===== config.mk =====
export PLATFORM = sky130hd
export DESIGN_NAME = mvb_modport
export DESIGN_NICKNAME = d
export VERILOG_FILES = /design/src/rtl/mvb_modport.sv
export SDC_FILE = /design/constraint.sdc
export NUM_CORES = 1
export LEC_CHECK = 0
export CAP_MARGIN = 40
export CORE_ASPECT_RATIO = 1.2
export CORE_MARGIN = 10
export CORE_UTILIZATION = 50
export DETAILED_ROUTE_END_ITERATION = 8
export PLACE_DENSITY = 0.92
export SKIP_CTS_REPAIR_TIMING = 1
export SKIP_LAST_GASP = 1
export SYNTH_ARGS = -nofsm -noshare
export SYNTH_HDL_FRONTEND = slang
export SYNTH_SLANG_ARGS = --single-unit
export TNS_END_PERCENT = 5

===== constraint.sdc =====
create_clock -name CLK -period 5.7 [get_ports CLK]
set_input_delay 0.855 -clock CLK [delete_from_list [all_inputs] [get_ports CLK]]
set_output_delay 0.855 -clock CLK [all_outputs]
set_load 0.03 [all_outputs]

===== src/rtl/mvb_modport.sv =====
// mvb_modport: registered MVB pipeline stage with a 2-entry skid buffer that drops words carrying no valid item
module mvb_modport #(
  parameter int ITEMS      = 4,
  parameter int ITEM_WIDTH = 8
) (
  input  logic                        CLK,
  input  logic                        RESET,
  input  logic [ITEMS*ITEM_WIDTH-1:0] RX_DATA,
  input  logic [ITEMS-1:0]            RX_VLD,
  input  logic                        RX_SRC_RDY,
  output logic                        RX_DST_RDY,
  output logic [ITEMS*ITEM_WIDTH-1:0] TX_DATA,
  output logic [ITEMS-1:0]            TX_VLD,
  output logic                        TX_SRC_RDY,
  input  logic                        TX_DST_RDY
);
  localparam int WORD_WIDTH = ITEMS * ITEM_WIDTH;
  typedef enum logic [1:0] {EMPTY, ONE, FULL} state_t;
  state_t                state, state_nx;
  logic [WORD_WIDTH-1:0] main_data, skid_data;
  logic [ITEMS-1:0]      main_vld, skid_vld;
  logic                  rdy, load, pop, main_rx, main_skid, skid_rx;
  always_comb begin
    load      = RX_SRC_RDY & rdy & (|RX_VLD);
    pop       = (state != EMPTY) & TX_DST_RDY;
    state_nx  = state;
    main_rx   = 1'b0;
    main_skid = 1'b0;
    skid_rx   = 1'b0;
    unique case (state)
      EMPTY: begin
        main_rx  = load;
        state_nx = load ? ONE : EMPTY;
      end
      ONE: begin
        main_rx  = load & pop;
        skid_rx  = load & ~pop;
        state_nx = load ? (pop ? ONE : FULL) : (pop ? EMPTY : ONE);
      end
      FULL: begin
        main_skid = pop;
        state_nx  = pop ? ONE : FULL;
      end
      default: state_nx = EMPTY;
    endcase
  end
  // ready is registered from the next state so it never sees TX_DST_RDY combinationally
  always_ff @(posedge CLK) begin
    if (!RESET) begin
      state     <= EMPTY;
      rdy       <= 1'b0;
      main_data <= '0;
      main_vld  <= '0;
      skid_data <= '0;
      skid_vld  <= '0;
    end else begin
      state <= state_nx;
      rdy   <= state_nx != FULL;
      if (main_rx) begin
        main_data <= RX_DATA;
        main_vld  <= RX_VLD;
      end else if (main_skid) begin
        main_data <= skid_data;
        main_vld  <= skid_vld;
      end
      if (skid_rx) begin
        skid_data <= RX_DATA;
        skid_vld  <= RX_VLD;
      end
    end
  end
  assign RX_DST_RDY = rdy;
  assign TX_SRC_RDY = state != EMPTY;
  assign TX_DATA    = main_data;
  assign TX_VLD     = main_vld & {ITEMS{TX_SRC_RDY}};
  param_ok: assert property (@(posedge CLK) ITEMS > 0 && ITEM_WIDTH > 0);
endmodule


==> impl_metrics.ini <==
[yosys]
netlist-cell-type-count = 24
synth_edf_count = 0
yosys_warnings = 0
synth.top_cell.area_share_pct = 49.6
synth_top_cell_by_area = dfxtp_1
syn-num-nets = 388
ys_seq_area_share_pct = 49.6
ys.flop_type = dfxtp_1
yosysMostFrequentCell = nand2_1
synthArstFlopShare_pct = 0
ys_ff_latch = 75
syn-cell-area_sq_um = 3030
yosys-top-cells-area = dfxtp_1 (50%), nand2_1 (14%), mux2i_1 (12%)
netlist_instances = 346
syn_area_per_cell_sq_um = 8.74
synth_commonest_cells = nand2_1 (111), dfxtp_1 (75), a21oi_1 (36), mux2i_1 (36), o22ai_1 (36)

[global_route]
grt_usage_pct = 16.3
grt_max_degree = 40
overflow = 0
grt_antenna_before_repair = 0
grt_pass1_wl_mm = 12.9
grt_pass1_vias = 2647

[clocking]
htreeDepth = 3
clkLatencyLatePin_ns = 0.34
clk_pin_slew_ns = 0.07
cts_buffers = 9
clock-sinks = 75
ctsLongestPathBuffers = 2
cts-root-buf = clkbuf_8
cts_tree = done

[setup_path]
slowest_delay_ns = 0.54
cp-start-kind = input pin
crit_type = in -> reg
path_cells = clkdlybuf4s50_1 > nor4_2 > nor2_1 > ha_1 > nand3b_1 > o31a_1 > buf_4 > o22ai_1
worstPathMaxFanout = 26
cp-end-kind = register
cp.arrival_ns = 3.34
critPathBufInv = 2
path_delay_family = buffers and inverters
crit_required_ns = 5.91
crit_slowest_cell = nor4_2

[placed_design]
portBuffers = 77
placed_cells = 486
dpl_cell_area_sq_um = 3830
dpl.hpwl_mm = 5.43
gp_congestion = 0.856

[cells_and_area]
area_growth_pct = 32.6
fillers = 483
final_core_util_pct = 67.2
final_cell_area_sq_um = 4010
final_cells = 502
num_antenna_cells = 0
drive_gt1_share_pct = 5.95
layout.nets = 457

[flow_run]
cap_violations = 0

[sta]
rsz0062_at_grt = false
drv_slew = 0
finalSetupViolations = 0
tightest_slew_ns = 0.703
hold_viol_final = 0
relSlewSlack_pct = 53.1
fmax_mhz = 320
fin_tns_setup_ns = 0
post-route-min-period_ns = 3.13
fin_worst_skew_ns = 0.00869
fin_crit_sh_pct = 54.9

[pwr]
power_density_nw_per_um2 = 271
leakagePower_nw = 1.65
ir_drop_uv = 205
power.total_mw = 1.09

[worst_hold_path]
hold_class = reg -> reg

[drt]
post_drt_wl_per_cell_um = 16.0
vias = 2675
drc = 0
antenna_left = 0
wirelength_mm = 8.02
vias_per_cell = 5.33
drt_iter0_markers = 151
drtPass1Iterations = 4

[floorplan]
die-area_sq_um = 9580
io_pins = 78
die_w_um = 91.0
start_util_pct = 50.6
core_area_sq_um = 5970
std_cell_rows = 31
fp.dieH_um = 105

[run_status]
status = finished clean
worst paths after layout:
path	start	endpoint	slack (ns)	cells past startpoint
setup / recovery	RX_VLD[3]	TX_DATA[10]$_SDFFE_PN0P_	2.57	8
hold / removal	skid_vld[2]$_SDFFE_PN0P_	skid_vld[2]$_SDFFE_PN0P_	0.46	2
setup reg to reg	state[0]$_SDFF_PN0_	skid_data[12]$_SDFFE_PN0P_	3.06	7
hold reg to reg	skid_vld[2]$_SDFFE_PN0P_	skid_vld[2]$_SDFFE_PN0P_	0.46	2
worst min-delay path: stages, from the launching register on:
cell and delay, ns:
dfxtp_1 0.31, nand2_1 0.05, a21oi_1 0.05
per-stage QoR:
stage / setup slack, ns / hold WS (ns)
finish: 2.57 / 0.456
global route: 2.40 / 0.472
CTS: 2.57 / 0.455
detailed placement: 2.24 / 0.446
global placement: 2.36 / 0.441
floorplan: 3.26 / 0.436
layer usage:
| layer | global-route usage, % | up-vias | wire [um] |
|---|---|---|---|
| met5 | 0 | - | 0 |
| met4 | 8.18 | 0 | 154 |
| met3 | 5.61 | 14 | 555 |
| met2 | 26.7 | 85 | 4070 |
| met1 | 18.6 | 1257 | 3230 |
| li1 | - | 1319 | - |
placed cells by master, fill, tap and decap left out, types with 2 or more instances in the layout:
master             n
clkinv_2           2
inv_1              2
clkinvlp_4         2
and2_1             4
nor3_1             2
nand3b_1           3
a21oi_1           36
nor2_1             4
buf_4              6
dfxtp_1           75
ha_1               2
clkdlybuf4s50_1   77
mux2i_1           36
nand2_1          111
clkbuf_8          11
o22ai_1           36
logic make-up (layout without fill, tap and decap cells):
family / Yosys count / count (layout) / share of synthesized area, %
adders and majority gates: 2 / 2 / 0.827
DFF: 75 / 75 / 49.6
AOI/OAI and AO/OA: 76 / 76 / 15.0
and+or+nand+nor: 128 / 128 / 17.3
muxes: 36 / 36 / 11.9
buffers and inverters: 29 / 103 / 5.33
state kept, by name (all words and copies together), names as in the netlist:
name and flops:
skid_vld 4, RX_DST_RDY 1, state 2, TX_DATA 32, main_vld 4, skid_data 32
area by class of cell:
| cell class | instances | area [sq um] | area share, % |
|---|---|---|---|
| sequential | 75 | 1500 | 37.4 |
| multi-input combinational | 242 | 1360 | 34.0 |
| timing repair buffer | 85 | 858 | 21.4 |
| clock buffer | 12 | 155 | 3.87 |
| tap | 82 | 103 | 2.56 |
| clock inverter | 4 | 25.0 | 0.624 |
| inverter | 2 | 7.51 | 0.187 |
power breakdown:
group,internal (mW),switching (mW)
clock network,0.181,0.191
registers,0.543,0.0111
logic,0.0724,0.0883
Power figures use the tool's default switching activity.
